## config.mk

```make
export PLATFORM = sky130hd
export DESIGN_NAME = swap_bank
export DESIGN_NICKNAME = d
export VERILOG_FILES = /design/src/rtl/swap_bank.sv
export SDC_FILE = /design/constraint.sdc
export NUM_CORES = 1
export LEC_CHECK = 0
export CAP_MARGIN = 20
export CELL_PAD_IN_SITES_DETAIL_PLACEMENT = 2
export CELL_PAD_IN_SITES_GLOBAL_PLACEMENT = 2
export CORE_AREA = 5 5 89 91
export DETAILED_ROUTE_END_ITERATION = 8
export DIE_AREA = 0 0 94 96
export GPL_TIMING_DRIVEN = 0
export MAX_ROUTING_LAYER = met4
export PLACE_DENSITY = 0.94
export RECOVER_POWER = 100
export SLEW_MARGIN = 20
export SYNTH_ARGS = -nofsm -noshare
export SYNTH_HDL_FRONTEND = slang
export SYNTH_SLANG_ARGS = --single-unit
export TNS_END_PERCENT = 1
```

## constraint.sdc

```tcl
create_clock -name clk -period 9.24 [get_ports clk]
set_input_delay 1.848 -clock clk [delete_from_list [all_inputs] [get_ports clk]]
set_output_delay 1.848 -clock clk [all_outputs]
set_load 0.02 [all_outputs]
```

## src/rtl/swap_bank.sv

```systemverilog
// ---------------------------------------------------------------------------
// swap_bank -- DEPTH x WIDTH register bank with an in-place swap engine.
//
// A swap of entries i and j is done with three arithmetic write-backs and no
// scratch register:
//   S1: E[i] = E[i] op1 E[j]
//   S2: E[j] = E[i] op2 E[j]
//   S3: E[i] = E[i] op2 E[j]
// Default build: op1 = add, op2 = sub (all modulo 2^WIDTH).
// Define SWAP_BANK_XOR_EN to build with op1 = op2 = XOR instead; timing and
// final results are identical in both builds.
//
// Ports
//   clk, rst            clock, asynchronous active-high reset
//   load_en/addr/data   direct write of one entry (only honoured in IDLE)
//   cmd_valid/ready     swap request handshake, cmd_i/cmd_j are the indices
//   done                one-cycle pulse when a command finishes
//   cmd_err             one-cycle pulse with done: command had a bad index
//   load_err            one-cycle pulse: a load arrived while busy
//   busy                swap in progress (S1..S3)
//   rd_addr/rd_data     combinational read port, 0 for out-of-range index
// ---------------------------------------------------------------------------

// One storage entry: a plain WIDTH-bit register with a write enable.
module swap_bank_entry #(
  parameter int WIDTH = 4
) (
  input  logic             clk,
  input  logic             rst,
  input  logic             we,
  input  logic [WIDTH-1:0] d,
  output logic [WIDTH-1:0] q
);
  always_ff @(posedge clk or posedge rst)
    if (rst)     q <= '0;
    else if (we) q <= d;
endmodule

module swap_bank #(
  parameter  int WIDTH = 4,
  parameter  int DEPTH = 8,
  localparam int AW    = $clog2(DEPTH)
) (
  input  logic             clk,
  input  logic             rst,
  input  logic             load_en,
  input  logic [AW-1:0]    load_addr,
  input  logic [WIDTH-1:0] load_data,
  input  logic             cmd_valid,
  output logic             cmd_ready,
  input  logic [AW-1:0]    cmd_i,
  input  logic [AW-1:0]    cmd_j,
  output logic             done,
  output logic             cmd_err,
  output logic             load_err,
  output logic             busy,
  input  logic [AW-1:0]    rd_addr,
  output logic [WIDTH-1:0] rd_data
);

  // DEPTH need not be a power of two, so every index is range-checked.
  localparam logic [AW:0] DEPTH_C = (AW+1)'(DEPTH);

  function automatic logic in_range(input logic [AW-1:0] a);
    return ({1'b0, a} < DEPTH_C);
  endfunction

  typedef enum logic [2:0] {IDLE, S1, S2, S3, FIN} state_t;

  state_t                        state, state_nx;
  logic [AW-1:0]                 ri, rj;
  logic [DEPTH-1:0][WIDTH-1:0]   mem;
  logic [DEPTH-1:0]              we;
  logic                          wr_any;
  logic [AW-1:0]                 wr_idx;
  logic [WIDTH-1:0]              wr_val;
  logic [WIDTH-1:0]              ei, ej, op1, op2;
  logic                          accept, cmd_bad;

  // -------------------------------------------------------------------------
  // Storage
  // -------------------------------------------------------------------------
  for (genvar k = 0; k < DEPTH; k++) begin : g_ent
    assign we[k] = wr_any && (wr_idx == AW'(k));
    swap_bank_entry #(.WIDTH(WIDTH)) u_ent (
      .clk (clk),
      .rst (rst),
      .we  (we[k]),
      .d   (wr_val),
      .q   (mem[k])
    );
  end

  assign rd_data = in_range(rd_addr) ? mem[rd_addr] : '0;

  // Operands always come straight from the two live entries; ri/rj are only
  // used while busy, when they are known to be in range.
  assign ei = mem[ri];
  assign ej = mem[rj];

`ifdef SWAP_BANK_XOR_EN
  assign op1 = ei ^ ej;
  assign op2 = ei ^ ej;
`else
  assign op1 = ei + ej;
  assign op2 = ei - ej;
`endif

  // Single write port: the swap step owns it while busy, a load owns it in
  // IDLE. Loads in any other state are dropped (and flagged below).
  always_comb begin
    wr_any = 1'b0;
    wr_idx = '0;
    wr_val = '0;
    case (state)
      IDLE: if (load_en && in_range(load_addr)) begin
        wr_any = 1'b1;
        wr_idx = load_addr;
        wr_val = load_data;
      end
      S1: begin wr_any = 1'b1; wr_idx = ri; wr_val = op1; end
      S2: begin wr_any = 1'b1; wr_idx = rj; wr_val = op2; end
      S3: begin wr_any = 1'b1; wr_idx = ri; wr_val = op2; end
      default: ;
    endcase
  end

  // -------------------------------------------------------------------------
  // Control FSM
  // -------------------------------------------------------------------------
  assign accept  = cmd_valid && (state == IDLE);
  assign cmd_bad = !in_range(cmd_i) || !in_range(cmd_j);

  always_comb begin
    state_nx = state;
    case (state)
      IDLE: if (cmd_valid) begin
        // Rejected and i==j commands both finish immediately with no write.
        if (cmd_bad || cmd_i == cmd_j) state_nx = FIN;
        else                           state_nx = S1;
      end
      S1:      state_nx = S2;
      S2:      state_nx = S3;
      S3:      state_nx = FIN;
      FIN:     state_nx = IDLE;
      default: state_nx = IDLE;
    endcase
  end

  // Outputs are registered from the next state so they line up with it.
  always_ff @(posedge clk or posedge rst) begin
    if (rst) begin
      state     <= IDLE;
      ri        <= '0;
      rj        <= '0;
      done      <= 1'b0;
      cmd_err   <= 1'b0;
      load_err  <= 1'b0;
      busy      <= 1'b0;
      cmd_ready <= 1'b1;
    end else begin
      state     <= state_nx;
      if (accept) begin
        ri <= cmd_i;
        rj <= cmd_j;
      end
      done      <= (state_nx == FIN);
      cmd_err   <= accept && cmd_bad;
      load_err  <= load_en && (state != IDLE);
      busy      <= (state_nx == S1) || (state_nx == S2) || (state_nx == S3);
      cmd_ready <= (state_nx == IDLE);
    end
  end

endmodule
```

==> results_dict.tcl <==
set metrics [dict create \
    top_usage_layer "met2" \
    cts_tree "built" \
    insertion_delay_ns 0.31 \
    fin_area_um2 3390 \
    cts_max_level 2 \
    drv_cap 0 \
    skew_ns 0.00802 \
    period_minus_slack_ns 5.78 \
    die_area_um2 9020 \
    grt.met3_usage_pct 2.74 \
    period_share_pct 62.6 \
    start_kind "input port" \
    grt_pass1_wl_mm 14.1 \
    io_buffer_count 24 \
    relSlewSlack_pct 5.33 \
    firstDrtPassIters 4 \
    finalMaxSlewViolations 0 \
    coreArea_um2 7060 \
    clock_path_buffers 2 \
    status "finished clean" \
    final_cells 360 \
    fin_nets 285 \
    drive_gt1_share_pct 17.6 \
    wl_per_cell_um 24.7 \
    cts-buffers-inserted 5 \
    cts_setup_buffers 0 \
    fmax_mhz 173 \
    synth-edff-count 0 \
    yosys_register_bits 45 \
    setup_violations 0 \
    async_flop_share_pct 100 \
    netlist_top_cells_area "dfrtp_1 38%, mux4_2 12%, mux2_1 9.2%" \
    synth_cell_types 45 \
    yosysWarningCount 0 \
    fp.dieW_um 94 \
    arrival_ns 3.93 \
    hold_viol_final 0 \
    grt_pass1_vias 2403 \
    syn_inst 228 \
    via_per_inst 5.75 \
    final_util_pct 48.1 \
    post_cts_resize_count 0 \
    start_util_pct 41.5 \
    critPathMaxFanout 8 \
    clkTransAtPathRegs_ns 0.09 \
    gr-usage-all-layers_pct 22.0 \
    synth_top_area_share_pct 37.6 \
    syn-mean-instance-area_um2 12.9 \
    grt_use_met2_pct 39.7 \
    dp_hpwl_mm 6.43 \
    cts_num_sinks 45 \
    synth_area_um2 2930 \
    met1_usage_pct 26.4 \
    drtIter0Drc 68 \
    critPathKind "input port to primary output" \
    antenna_found_initial 0 \
    root_buffer "clkbuf_8" \
    area_delta_synth_final_pct 15.7 \
    grt.overflow.total 0 \
    detail-route-antenna-nets 0 \
    rsz0062_at_grt "no" \
    vias 2069 \
    io_pins 29 \
    diodes 0 \
    route.detailed.drc 0 \
    ys_seq_area_share_pct 38.5 \
    syn-num-nets 253 \
    hp-class "flip-flop to flip-flop" \
    critPathRequiredTime_ns 7.39 \
    synth_ff_type "dfrtp_1" \
    die_h_um 96 \
    dp_cells 352 \
    rows 31 \
    final.setup.tns_ns 0 \
    hold_buffers 0 \
    synth_top_cell_by_area "dfrtp_1" \
    routed_wl_mm 8.90 \
    placed_area_um2 3320 \
    grt_max_degree 26 \
    tightestPinTransition_ns 1.42 \
    end_kind "primary output" \
    gp_congestion 0.806 \
]
==> cell families (layout without fill, tap and decap cells) <==
logic type                 after synthesis  after routing  synth area share (%)
AOI/OAI and AO/OA                       28             28                  6.62
xor gates and xnor gates                 7              7                  2.60
adders and majority gates                5              5                  2.39
buffers and inverters                   25             58                  5.25
DFF                                     45             45                  38.5
muxes                                   65             65                  35.3
other                                    1              1                 0.128
and+or+nand+nor                         52             52                  9.22
==> per-stage QoR <==
| stage | setup slack [ns] | hold slack (ns) |
|---|---|---|
| 3_3_place_gp | 3.57 | 0.501 |
| 3_5_place_dp | 3.52 | 0.524 |
| 6_report | 3.46 | 0.543 |
| 4_1_cts | 3.52 | 0.546 |
| 5_1_grt | 3.33 | 0.567 |
| 2_1_floorplan | 4.25 | 0.484 |
==> layer usage <==
metal | vias up | part of all wire [%]
met2 | 33 | 54
met5 | - | 0
met4 | 0 | 1.7
li1 | 915 | -
met1 | 1110 | 42
met3 | 11 | 2.3
==> cells in the mapped netlist (2+ instances only) <==
| master | n |
|---|---|
| mux4_2 | 16 |
| and2_1 | 3 |
| and3_1 | 2 |
| nand3b_1 | 2 |
| nor2_2 | 4 |
| nor2b_1 | 2 |
| mux4_1 | 8 |
| mux2_1 | 24 |
| a221o_1 | 2 |
| mux2i_1 | 6 |
| o21ai_0 | 2 |
| dfrtp_1 | 44 |
| mux2_2 | 10 |
| a21o_1 | 2 |
| buf_6 | 4 |
| buf_1 | 2 |
| nand2_1 | 8 |
| buf_4 | 5 |
| nand3_1 | 2 |
| clkbuf_1 | 5 |
| ha_1 | 4 |
| xnor2_1 | 5 |
| nor2_1 | 21 |
| nand4bb_1 | 2 |
| a31oi_1 | 11 |
| inv_1 | 8 |
| a21oi_1 | 6 |
==> flip-flops by register name (all words and copies together), names as in the netlist <==
register,count
busy,1
done,1
state,3
g_ent.u_ent.q,32
ri,3
rj,3
cmd_ready,1
load_err,1
==> layout by cell type (no fill, tap or decap), types with 3 or more instances in the layout <==
master,Yosys,final
a21oi_1,6,6
a31oi_1,11,11
and2_0,0,3
buf_4,5,3
buf_6,4,3
clkbuf_1,5,10
clkbuf_8,0,5
clkdlybuf4s50_1,0,11
dfrtp_1,44,44
dlygate4sd3_1,0,13
ha_1,4,4
inv_1,8,8
mux2_1,24,24
mux2_2,10,10
mux2i_1,6,7
mux4_1,8,8
mux4_2,16,16
nand2_1,8,9
nor2_1,21,25
o21ai_0,2,3
xnor2_1,5,5
==> worst paths after layout <==
path | from | end | slack [ns] | cells after the start
setup / recovery | rd_addr[0] | rd_data[0] | 3.46 | 4
hold / removal | g_ent[1].u_ent.q[1]$_DFFE_PP0P_ | g_ent[1].u_ent.q[1]$_DFFE_PP0P_ | 0.54 | 1
setup reg to reg | rj[0]$_DFFE_PP0P_ | g_ent[5].u_ent.q[3]$_DFFE_PP0P_ | 4.70 | 13
hold reg to reg | g_ent[1].u_ent.q[1]$_DFFE_PP0P_ | g_ent[1].u_ent.q[1]$_DFFE_PP0P_ | 0.54 | 1
max in group asynchronous | rst | g_ent[5].u_ent.q[0]$_DFFE_PP0P_ | 5.32 | 3
min in group asynchronous | rst | g_ent[1].u_ent.q[1]$_DFFE_PP0P_ | 2.14 | 2
==> area by class of cell <==
| cell class | count | area (um^2) |
|---|---|---|
| well taps | 99 | 124 |
| repair buffers | 25 | 244 |
| clock inverters | 3 | 65.1 |
| multi-input cells | 158 | 1630 |
| clock buffers | 5 | 68.8 |
| fillers | 725 | 3670 |
| inverters | 8 | 30.0 |
| flip-flops and latches | 45 | 1130 |
| plain buffers | 17 | 109 |
==> critical path, cell delays in order <==
cell and delay (ns):
clkbuf_1 0.53, mux4_2 0.61, mux2_2 0.29, dlygate4sd3_1 0.65
Power is left out: the tool's default activity adds up to more than one toggle a clock period on the data nets, which glitch-free logic cannot reach.
